$ cat src/rtl/gate_test_sequencer.sv
`default_nettype none
// ============================================================================
// Module   : gate_test_sequencer
// Brief    : Sweeps all four input vectors onto a 2-input gate, samples its
//            output after a settle window and checks it against a truth table.
// Revision : 1.0 - initial release
// ============================================================================
module gate_test_sequencer #(
    parameter int         SETTLE_CYCLES = 4,        // 1..255
    parameter logic [3:0] EXPECTED      = 4'b0111,  // indexed by {in1,in2}
    parameter int         PASSES        = 1         // 1..63
) (
    input  logic       clk,
    input  logic       rst,
    input  logic       start,
    input  logic       dut_out,
    output logic       in1,
    output logic       in2,
    output logic       busy,
    output logic       done,
    output logic       pass,
    output logic [7:0] err_count,
    output logic [1:0] first_fail,
    output logic       fail_seen
);

    localparam logic [1:0] S_IDLE   = 2'd0;
    localparam logic [1:0] S_SETTLE = 2'd1;
    localparam logic [1:0] S_SAMPLE = 2'd2;
    localparam logic [1:0] S_DONE   = 2'd3;

    localparam logic [7:0] c_settle_last = 8'(SETTLE_CYCLES - 1);
    localparam logic [5:0] c_pass_last   = 6'(PASSES - 1);
    localparam logic [7:0] c_err_max     = 8'hFF;

    logic [1:0] r_state;
    logic [1:0] r_vec;
    logic [7:0] r_settle;
    logic [5:0] r_pass_cnt;
    logic       r_in1;
    logic       r_in2;
    logic       r_pass;
    logic [7:0] r_err;
    logic [1:0] r_first;
    logic       r_fail_seen;

    logic       w_exp;
    logic       w_mismatch;
    logic [7:0] w_err_next;

    // Case inequality so an X/Z gate output counts as a mismatch in simulation.
    assign w_exp      = EXPECTED[r_vec];
    assign w_mismatch = (dut_out !== w_exp);
    assign w_err_next = (w_mismatch && (r_err != c_err_max)) ? r_err + 8'd1 : r_err;

    always_ff @(posedge clk) begin
        if (rst) begin
            r_state     <= S_IDLE;
            r_vec       <= 2'd0;
            r_settle    <= 8'd0;
            r_pass_cnt  <= 6'd0;
            r_in1       <= 1'b0;
            r_in2       <= 1'b0;
            r_pass      <= 1'b0;
            r_err       <= 8'd0;
            r_first     <= 2'd0;
            r_fail_seen <= 1'b0;
        end else begin
            case (r_state)
                S_IDLE: begin
                    if (start) begin
                        r_state     <= S_SETTLE;
                        r_vec       <= 2'd0;
                        r_in1       <= 1'b0;
                        r_in2       <= 1'b0;
                        r_settle    <= 8'd0;
                        r_pass_cnt  <= 6'd0;
                        r_err       <= 8'd0;
                        r_first     <= 2'd0;
                        r_fail_seen <= 1'b0;
                        r_pass      <= 1'b0;
                    end
                end
                S_SETTLE: begin
                    r_settle <= r_settle + 8'd1;
                    if (r_settle == c_settle_last) begin
                        r_state <= S_SAMPLE;
                    end
                end
                S_SAMPLE: begin
                    r_err <= w_err_next;
                    if (w_mismatch && !r_fail_seen) begin
                        r_first     <= r_vec;
                        r_fail_seen <= 1'b1;
                    end
                    if (r_vec != 2'd3) begin
                        r_vec          <= r_vec + 2'd1;
                        {r_in1, r_in2} <= r_vec + 2'd1;
                        r_settle       <= 8'd0;
                        r_state        <= S_SETTLE;
                    end else if (r_pass_cnt != c_pass_last) begin
                        r_pass_cnt <= r_pass_cnt + 6'd1;
                        r_vec      <= 2'd0;
                        r_in1      <= 1'b0;
                        r_in2      <= 1'b0;
                        r_settle   <= 8'd0;
                        r_state    <= S_SETTLE;
                    end else begin
                        // Verdict uses the count including this final sample.
                        r_in1   <= 1'b0;
                        r_in2   <= 1'b0;
                        r_pass  <= (w_err_next == 8'd0);
                        r_state <= S_DONE;
                    end
                end
                S_DONE: begin
                    r_state <= S_IDLE;
                end
                default: begin
                    r_state <= S_IDLE;
                end
            endcase
        end
    end

    assign in1        = r_in1;
    assign in2        = r_in2;
    assign busy       = (r_state == S_SETTLE) || (r_state == S_SAMPLE);
    assign done       = (r_state == S_DONE);
    assign pass       = r_pass;
    assign err_count  = r_err;
    assign first_fail = r_first;
    assign fail_seen  = r_fail_seen;

endmodule
`default_nettype wire

$ cat config.mk
export PLATFORM = sky130hd
export DESIGN_NAME = gate_test_sequencer
export DESIGN_NICKNAME = d
export VERILOG_FILES = /design/src/rtl/gate_test_sequencer.sv
export SDC_FILE = /design/constraint.sdc
export NUM_CORES = 1
export LEC_CHECK = 0
export ABC_AREA = 1
export CAP_MARGIN = 20
export CORE_ASPECT_RATIO = 0.6
export CORE_MARGIN = 2
export CORE_UTILIZATION = 56
export DETAILED_ROUTE_END_ITERATION = 16
export HOLD_SLACK_MARGIN = 0.05
export PLACE_DENSITY = 0.83
export SLEW_MARGIN = 20
export SYNTH_ARGS = -nofsm -noshare
export SYNTH_HDL_FRONTEND = slang
export SYNTH_SLANG_ARGS = --single-unit
$ cat constraint.sdc
create_clock -name clk -period 2.1 [get_ports clk]
set_input_delay 0.315 -clock clk [delete_from_list [all_inputs] [get_ports clk]]
set_output_delay 0.315 -clock clk [all_outputs]
set_load 0.005 [all_outputs]
==> qor.yml <==
worst_setup_path:
  crit_path_start_kind: "register"
  crit_type: "reg2reg"
  r2r-end: "r_pass_cnt[4]$_SDFFE_PP0P_"
  r2r_cells: 12
  worstReg2RegStart: "r_state[0]$_SDFFE_PP0P_"
  cp_num_buf_inv: 3
  cp_slowest_cell: "dfxtp_1"
  rrSetupSlack_ns: 0.15
  worst_setup_path_end_kind: "register"
  critPathMaxFanout: 12
  critPathLaunch: "r_state[0]$_SDFFE_PP0P_"
  path_delay_family: "simple AND/OR/NAND/NOR gates"
  path_cells: "inv_1, ha_1, nand2_1, nand2_4, clkinv_2, nand2_2, clkinv_2, nand2_4, nor3_4, nand3_1, nand2_1, a21oi_1"
  required_ns: 2.27
  crit_end: "r_pass_cnt[4]$_SDFFE_PP0P_"
  arrival_ns: 2.12
  slowest_delay_ns: 0.39
  cp_num_cells: 12
place:
  portBuffers: 19
  dp_hpwl_um: 3240
  placed_cell_area_um2: 2140
  place_congestion: 0.920
  dp.cells: 352
yosys:
  synth_compound_area_share_pct: 12.8
  ys_async_sr_fraction_pct: 0
  synth_fp_nets: 300
  synthAdderAreaFrac_pct: 6.00
  ys_seq_area_share_pct: 34.1
  synth_cell_type_count: 24
  synth_mux_area_share_pct: 0
  synth-seq-cells: 32
  synth-main-ff-cell: "dfxtp_1"
  synth_top_family_by_area: "simple AND/OR/NAND/NOR gates"
  netlist_area_um2: 1880
  synth_edf_count: 0
  synth_xor_area_share_pct: 0
  synthCells: 287
  yosysWarnings: 0
  avgSynthCellArea_um2: 6.54
  synthSimpleGateAreaFrac_pct: 37.7
clock_tree:
  numCtsBuffers: 5
  cts_tree: "yes"
  clk_pin_slew_ns: 0.07
  cts_htree_levels: 2
  cts_num_sinks: 32
  cts.path.max_buffers: 2
  cts-root-buf: "clkbuf_8"
  ctsHoldBuffers: 0
  cts_resized: 0
  clock_latency_ns: 0.28
  cts_setup_buffers: 0
sta:
  drv_slew: 0
  fin_worst_skew_ns: 0.00520
  worst_pin_slew_ns: 0.330
  setup_tns_ns: 0
  post-route-min-period_ns: 1.95
  relSlewSlack_pct: 77.7
  fmax_mhz: 513
  fin_crit_sh_pct: 92.9
  setup_violations: 0
  hold_viol: 0
  rsz0062_at_grt: "false"
cells_and_area:
  layout_commonest_cell: "nand2_1"
  final_cell_area_um2: 2240
  drive_gt1_share_pct: 8.92
  antennaDiodeCount: 0
  area_delta_synth_final_pct: 19.2
  final_cells: 359
  nets: 327
  final_cell_mix: "80 x nand2_1, 39 x inv_1, 32 x dfxtp_1"
job:
  maxCapViolations: 0
grt:
  gr-usage-all-layers_pct: 25.3
  antenna_found_initial: 0
  grt_pass1_vias: 1670
  grt_pass1_wl_um: 7640
  overflow: 0
  grt_max_degree: 20
drt:
  drt_iter0_markers: 278
  ant_nets: 0
  firstDrtPassIters: 5
  vias_per_cell: 5.24
  detail_route.wirelength_um: 4360
  via_count: 1882
  drc_errors: 0
  detail_route.wl_per_cell_um: 12.1
worst_hold_path:
  holdPathStages: 2
  hold_path.class: "reg2reg"
power_and_ir_drop:
  powerDensity_nw_per_um2: 1010
  max-vdd-ir-drop_v: 0.000675
  p_leak_uw: 0.000914
floorplan:
  die_width_um: 78.8
  die_area_um2: 3850
  io_pins: 20
  die_y_um: 48.9
  core-area_um2: 3220
  initial_core_util_pct: 58.3
  num_rows: 16
status:
  outcome: "completed"
## tightest hold or removal path, stage by stage, from the launching register on
cell     delay (ns)
dfxtp_1        0.31
nand2_1        0.06
a21oi_1        0.05
## state kept, by name, summed over array words and instances, names as in the netlist
name        count
r_state         2
r_pass_cnt      6
r_settle        8
in2             1
in1             1
r_vec           2
first_fail      2
pass            1
fail_seen       1
err_count       8
## cell type report
class,count,area [um2]
clock buffers,7,96.3
repair buffers,23,220
inverters,43,164
fillers,265,985
multi-input cells,209,1060
well taps,45,56.3
flip-flops and latches,32,641
## worst min-delay path by stage
stage	start	to	slack, ns
after global placement	r_pass_cnt[5]$_SDFFE_PP0P_	r_pass_cnt[5]$_SDFFE_PP0P_	0.45
after global routing	first_fail[1]$_SDFFE_PP0P_	first_fail[1]$_SDFFE_PP0P_	0.48
after detailed placement	first_fail[0]$_SDFFE_PP0P_	first_fail[0]$_SDFFE_PP0P_	0.46
after CTS	first_fail[0]$_SDFFE_PP0P_	first_fail[0]$_SDFFE_PP0P_	0.47
final	first_fail[1]$_SDFFE_PP0P_	first_fail[1]$_SDFFE_PP0P_	0.46
after floorplan	r_pass_cnt[5]$_SDFFE_PP0P_	r_pass_cnt[5]$_SDFFE_PP0P_	0.44
## Yosys cell counts (3+ instances only)
| cell | instances | share of area, % |
|---|---|---|
| ha_1 | 9 | 6.0 |
| nand4_1 | 8 | 2.7 |
| nand3_1 | 29 | 7.7 |
| nand2_2 | 3 | 1.0 |
| nand2_1 | 80 | 16 |
| nand2_4 | 4 | 2.4 |
| a211oi_1 | 3 | 1.2 |
| a21oi_1 | 25 | 6.7 |
| o21ai_0 | 14 | 3.7 |
| inv_1 | 39 | 7.8 |
| dfxtp_1 | 32 | 34 |
| nor2_1 | 24 | 4.8 |
## kinds of logic after synthesis
logic type	count (synthesis)
AND/OR/NAND/NOR	155
AO/OA/AOI/OAI	45
buffers and inverters	46
flip-flops	32
adder cells (fa/ha/maj)	9
## per-layer routing
metal / vias to the layer above / GRT usage [%] / part of all wire, %
li1: 986 / - / -
met1: 827 / 40.4 / 55
met2: 64 / 32.8 / 38
met3: 5 / 6.48 / 6.6
met4: 0 / 7.02 / 0.80
met5: - / 0 / 0
## per-stage QoR
| stage | util (%) | hold WS [ns] | setup slack, ns | total power (uW) |
|---|---|---|---|---|
| finish | 69.4 | 0.464 | 0.150 | 2260 |
| global route | 69.4 | 0.482 | 0.0178 | 2420 |
| CTS | 69.4 | 0.466 | 0.168 | 2250 |
| detailed placement | 66.5 | 0.456 | 0.101 | 1740 |
| global placement | 66.5 | 0.454 | 0.144 | 1720 |
| floorplan | - | 0.444 | 0.527 | 1470 |
## where the power goes
| part | internal, uW | total (uW) | switching (uW) |
|---|---|---|---|
| Combinational | 334 | 989 | 655 |
| Sequential | 691 | 761 | 69.9 |
| Clock | 291 | 505 | 214 |
Power figures use the tool's default switching activity.
